$ cat src/rtl/clause_walker.sv
// ---------------------------------------------------------------------------
// clause_walker
//
// Walks the clause table from slot 0 up to the last filled slot. Each stored
// clause index is forwarded to the clause evaluator over a valid/ready
// handshake. When the walk ends, the block pulses done and reports how many
// clauses the evaluator accepted.
//
// The end of the list is normally signalled by the table's error flag, which
// is raised when the index is at or past the fill pointer. A full table has a
// wrapped pointer, so every read reports error. In that case error is
// ignored and the walk stops after the last slot.
//
// Ports
//   clock       rising-edge clock
//   reset       asynchronous, active-low reset
//   start       begin a walk (honoured only when idle)
//   abort       drop the walk on the next edge; no done pulse
//   tbl_full    table full flag
//   tbl_error   table error for the current read (combinational)
//   tbl_clause  table clause_index_out for the current read (combinational)
//   tbl_read    table read strobe (high only in READ)
//   tbl_index   table slot being addressed (always the walk index)
//   out_valid   out_clause holds a clause for the evaluator
//   out_clause  registered clause index
//   out_ready   evaluator accepts on out_valid & out_ready
//   busy        high in every state except IDLE
//   done        one-cycle pulse on normal completion
//   count       clauses accepted in the current or last walk
// ---------------------------------------------------------------------------
`ifndef CLAUSE_TABLE_BITS
`define CLAUSE_TABLE_BITS 3
`endif
`ifndef MAX_CLAUSES_BITS
`define MAX_CLAUSES_BITS 8
`endif

module clause_walker #(
    parameter int CLAUSE_TABLE_BITS = `CLAUSE_TABLE_BITS,
    parameter int MAX_CLAUSES_BITS  = `MAX_CLAUSES_BITS
) (
    input  logic                         clock,
    input  logic                         reset,
    input  logic                         start,
    input  logic                         abort,
    input  logic                         tbl_full,
    input  logic                         tbl_error,
    input  logic [MAX_CLAUSES_BITS-1:0]  tbl_clause,
    output logic                         tbl_read,
    output logic [CLAUSE_TABLE_BITS-1:0] tbl_index,
    output logic                         out_valid,
    output logic [MAX_CLAUSES_BITS-1:0]  out_clause,
    input  logic                         out_ready,
    output logic                         busy,
    output logic                         done,
    output logic [CLAUSE_TABLE_BITS:0]   count
);

    localparam logic [CLAUSE_TABLE_BITS-1:0] LAST_IDX = '1;

    typedef enum logic [1:0] {
        IDLE = 2'd0,
        READ = 2'd1,
        HOLD = 2'd2,
        DONE = 2'd3
    } state_t;

    state_t                       state;
    logic [CLAUSE_TABLE_BITS-1:0] idx;

    // The table is addressed by the walk index in every state, so the value
    // presented in READ is already stable when the state is entered.
    assign tbl_index = idx;

    // All outputs are registered. Each transition sets the values that
    // belong to the state being entered.
    always_ff @(posedge clock or negedge reset) begin
        if (!reset) begin
            state      <= IDLE;
            idx        <= '0;
            count      <= '0;
            out_clause <= '0;
            out_valid  <= 1'b0;
            tbl_read   <= 1'b0;
            busy       <= 1'b0;
            done       <= 1'b0;
        end else if (abort) begin
            // Abort wins over everything, including a same-cycle acceptance.
            // count is left holding what was accepted before this cycle.
            state     <= IDLE;
            out_valid <= 1'b0;
            tbl_read  <= 1'b0;
            busy      <= 1'b0;
            done      <= 1'b0;
        end else begin
            case (state)
                IDLE: begin
                    if (start) begin
                        state    <= READ;
                        idx      <= '0;
                        count    <= '0;
                        tbl_read <= 1'b1;
                        busy     <= 1'b1;
                    end
                end

                READ: begin
                    tbl_read <= 1'b0;
                    // A full table reports error on every slot, so error
                    // means "end of list" only when the table is not full.
                    if (tbl_error && !tbl_full) begin
                        state <= DONE;
                        done  <= 1'b1;
                    end else begin
                        out_clause <= tbl_clause;
                        out_valid  <= 1'b1;
                        state      <= HOLD;
                    end
                end

                HOLD: begin
                    if (out_ready) begin
                        count     <= count + 1'b1;
                        out_valid <= 1'b0;
                        // The last-slot check comes before the increment,
                        // so idx never wraps.
                        if (idx == LAST_IDX) begin
                            state <= DONE;
                            done  <= 1'b1;
                        end else begin
                            idx      <= idx + 1'b1;
                            state    <= READ;
                            tbl_read <= 1'b1;
                        end
                    end
                end

                DONE: begin
                    done  <= 1'b0;
                    busy  <= 1'b0;
                    state <= IDLE;
                end

                default: begin
                    state     <= IDLE;
                    out_valid <= 1'b0;
                    tbl_read  <= 1'b0;
                    busy      <= 1'b0;
                    done      <= 1'b0;
                end
            endcase
        end
    end

endmodule

$ cat config.mk
export PLATFORM = sky130hd
export DESIGN_NAME = clause_walker
export DESIGN_NICKNAME = d
export VERILOG_FILES = /design/src/rtl/clause_walker.sv
export SDC_FILE = /design/constraint.sdc
export NUM_CORES = 1
export LEC_CHECK = 0
export CORE_UTILIZATION = 46
export DETAILED_ROUTE_END_ITERATION = 8
export PLACE_DENSITY = 0.87
export SLEW_MARGIN = 20
export SYNTH_ARGS = -nofsm -noshare
export SYNTH_HDL_FRONTEND = slang
export SYNTH_SLANG_ARGS = --single-unit
$ cat constraint.sdc
create_clock -name clock -period 1.9 [get_ports clock]
set_clock_uncertainty 0.15 [all_clocks]
set_input_delay 0.285 -clock clock [delete_from_list [all_inputs] [get_ports clock]]
set_output_delay 0.285 -clock clock [all_outputs]
set_load 0.02 [all_outputs]
==> results.txt, run 1 <==
- Run status: finished clean
* Routed wire length per instance: 14.79 um
* Element type at the critical path start: flop
- Layout cell share with drive strength beyond 1: 25.34%
- The floorplan has 17 rows.
* Internal power component: 1299 uW
* Nets: 170
- DRC violations left: 0
- Worst-path clk slew: 0.11 ns
- Once the floorplan was initialized, standard cells occupied 49.56% of the core.
* Reg-to-reg setup timing slack: 0.05 ns
- Tmin final: 1.852 ns
- Of the post-synthesis cell area, the dominant cell type holds 47.03%.
- Excluding fillers, the count of instances in the completed layout stands at 174.
* Number of vias after detailed routing: 958
* Portion of the post-synthesis area used by sequential elements: 47.03%
- Highest net fanout along the worst path: 3
* RePlAce Congestion: 0.8738
- The first detailed-routing pass ran for 4 iterations.
- Clock sink count: 21
* Detailed route wirelength on metal2: 1.350 mm
* Netlist area before placement: 0.001117 mm^2
* Crit path launch: tbl_index[0]$_DFFE_PN0P_
- Measured on the finished design, the core utilization comes to 71.75%.
* Sequential cell area: 525.5 um^2
- Endpoint of the lowest-slack register-to-register path: count[3]$_DFFE_PN0P_
* Cell depth of the worst flop-to-flop path: 6
- Initial antenna violation count: 0
- Number of max-cap violations: 0
* Endpoint of the worst setup timing path: tbl_index[0]
- Compared with the post-synthesis result, the final layout area differs by 44.79%.
* Period utilisation layout: 97.50%
* Hold Path Class: primary input to async pin
- Mean area per synthesized cell: 11.40 um^2
- Max-slew headroom at the worst pin: 77.91%
* Final count of pins violating max slew: 0
- Diode insertion count for antenna repair: 0
- Share of async-settable or async-resettable flops after synthesis: 100.0%
- Top-level port count: 34
- The clock network is responsible for 10.3% of the overall power.
- Net switching share of the total power: 38.68%
- The layout has 175 filler cells.
- Static timing analysis puts the maximum clock frequency at 0.5398 GHz.
* Clk Tree Root Cell: sky130_fd_sc_hd__clkbuf_4
- Number of synthesized flops with an enable pin: 0
- Combinational cells account for 57.0% of the total power.
- By startpoint and endpoint, the worst setup path is classified as flop to output pin.
- Hold Buf Count CTS: 0
- Arrival time worst endpoint: 1.42 ns
* Multi-input gate area in the final layout: 591.8 um^2
- Post-Synthesis Cells: 98
* Num CTS Buffers: 3
- In this run the power spent charging and discharging nets is 819.2 uW.
- The final-report hold violation count came to 0.
* CTS tree: built
- Hold Worst Slack: 0.1660 ns
- Setup violations remaining at the end of the flow were counted as 0.
- Number of violations reported at the end of detailed-routing iteration 0: 24
- Antenna Violating Nets Remaining: 0
- Summed over all nets, wire length on met3 after detailed routing comes to 130 um.
- Global-route usage over all layers: 23.27%
* Wire length of the first global-routing pass: 4.505 mm
* Seq pwr share: 32.7%
* WP data required: 1.46 ns
* Pre-CTS worst setup slack: 0.003613 ns
- I/O Buffers: 33
- The synthesized netlist contains 35 unique library cells.
- Dividing the detail-routed via count by the number of cells gives 5.506.
- The number of placed instances, taps included, is 165.
* Worst-margin pin slew: 0.3286 ns
- Power after layout: 2118 uW
- Pin count of the biggest net entering global routing: 22
- Worst IR drop on VDD: 0.8874 mV
* Sum of routed wire segments on met1: 1.048 mm
- Die footprint: 0.002630 mm^2
- Setup WS post-layout: 0.04758 ns
* Detailed placement HPWL: 1.901 mm
- Core footprint: 0.002255 mm^2
- Power spread over the standard cell area amounts to 1309 mW/mm^2.
* Biggest area contributors in the synthesized netlist: sky130_fd_sc_hd__dfrtp_1 47%, sky130_fd_sc_hd__mux2_2 9.1%, sky130_fd_sc_hd__ha_1 9.0%, sky130_fd_sc_hd__nand2b_1 3.4%, sky130_fd_sc_hd__nand2_1 3.0%
* Synth Register Bits: 21
* LEAKAGE: 0.0007142 uW
- STA classifies the critical path endpoint as an output pin.
- In this run the number of H-tree levels came out at 1.
- Worst-Skew Late Latency: 0.31 ns
- Measured along the x axis, the die boundary spans 51.29 um.
- Via count of the first global-routing pass: 1045
- The startpoint identified for the worst register-to-register timing path is state[0]$_DFFE_PN0P_.
- The final layout contains routed wiring with a total length of 2.573 mm.
* Number of warnings reported in the yosys synthesis log: 0
* Post-Synthesis Net Count: 121
* Main flop type after synthesis: sky130_fd_sc_hd__dfrtp_1
- The clock passes through at most 2 buffers.
* Most common cell after layout, fill and taps aside: sky130_fd_sc_hd__clkdlybuf4s50_1
- The top cell types in the final layout, fill and taps aside, are 33 x sky130_fd_sc_hd__clkdlybuf4s50_1, 21 x sky130_fd_sc_hd__dfrtp_1, 13 x sky130_fd_sc_hd__buf_4.
- Vert. Die Dim: 51.29 um
* Top routing layer used: met4
- The total overflow left after global routing is 0.
- Leading area contributor after synthesis: sky130_fd_sc_hd__dfrtp_1
-- through the flow --
stage          instance area [um^2]  TNS (ns)
3_3_place_gp                   1533         0
2_1_floorplan                  1117         0
3_5_place_dp                   1533         0
6_report                       1618         0
4_1_cts                        1559         0
5_1_grt                        1618  -0.04280
-- critical path: stages (launching register included) --
cell and delay (ns):
sky130_fd_sc_hd__dfrtp_1 0.41, sky130_fd_sc_hd__buf_4 0.12, sky130_fd_sc_hd__clkdlybuf4s50_1 0.58
-- worst min-delay path by stage --
stage / end / slack [ns] / cells past startpoint
2_1_floorplan: busy$_DFFE_PN0P_ / -0.16 / 0
3_3_place_gp: out_clause[0]$_DFFE_PN0P_ / 0.34 / 1
3_5_place_dp: out_clause[4]$_DFFE_PN0P_ / 0.35 / 1
4_1_cts: count[2]$_DFFE_PN0P_ / 0.16 / 2
5_1_grt: count[2]$_DFFE_PN0P_ / 0.20 / 2
6_report: count[2]$_DFFE_PN0P_ / 0.17 / 2
-- Yosys cell counts (2+ instances only) --
master,instances
sky130_fd_sc_hd__dfrtp_1,21
sky130_fd_sc_hd__mux2_2,9
sky130_fd_sc_hd__nand2_1,9
sky130_fd_sc_hd__ha_1,8
sky130_fd_sc_hd__nand2b_1,6
sky130_fd_sc_hd__a21oi_1,5
sky130_fd_sc_hd__nor2_1,5
sky130_fd_sc_hd__a22o_1,3
sky130_fd_sc_hd__inv_1,3
sky130_fd_sc_hd__a22oi_1,2
sky130_fd_sc_hd__buf_2,2
sky130_fd_sc_hd__mux2i_1,2
-- layout make-up --
type / count / area share [%]
inverters: 3 / 0.6961
clock buffers: 4 / 1.624
multi-input cells: 72 / 36.58
repair buffers: 46 / 26.45
well taps: 28 / 2.166
flip-flops and latches: 21 / 32.48
-- what timing repair did --
item,CTS,global route
resized for setup,0,5
setup endpoints to repair,0,11
hold endpoints to repair,0,0
buffers inserted,0,5
-- kinds of logic after synthesis --
family / synth area share, %
flip-flops: 47.03
adder cells (fa/ha/maj): 8.959
XOR/XNOR: 0.7840
multiplexers: 11.87
AND/OR/NAND/NOR: 17.92
AO/OA/AOI/OAI: 11.53
buffers and inverters: 1.904
-- power groups by stage --
stage / Sequential, uW / Combinational, uW / Clock [uW]
after floorplan: 860 / 475 / 0
after global placement: 697 / 1090 / 0
after detailed placement: 707 / 1110 / 0
after CTS: 696 / 1120 / 229
after global routing: 718 / 1310 / 235
final: 692 / 1210 / 219
-- routing by layer --
layer	GRT usage [%]	up-vias
li1	-	452
met1	27.26	462
met2	41.45	38
met3	3.869	6
met4	10.36	0
met5	0	-
-- state kept, by name, indices dropped and copies added, names as in the netlist --
register,count
out_valid,1
tbl_read,1
busy,1
tbl_index,3
count,4
out_clause,8
done,1
state,2
(Power assumes the default switching activity.)
==> inputs of run 2 (changes only) <==
--- a/config.mk
+++ b/config.mk
@@ -8,7 +8,7 @@
 export CORE_UTILIZATION = 46
 export DETAILED_ROUTE_END_ITERATION = 8
 export PLACE_DENSITY = 0.87
-export SLEW_MARGIN = 20
+export SLEW_MARGIN = 10
 export SYNTH_ARGS = -nofsm -noshare
 export SYNTH_HDL_FRONTEND = slang
 export SYNTH_SLANG_ARGS = --single-unit
==> results of run 2 <==
Final layout, timing and power as in run 1 (identical DEF).
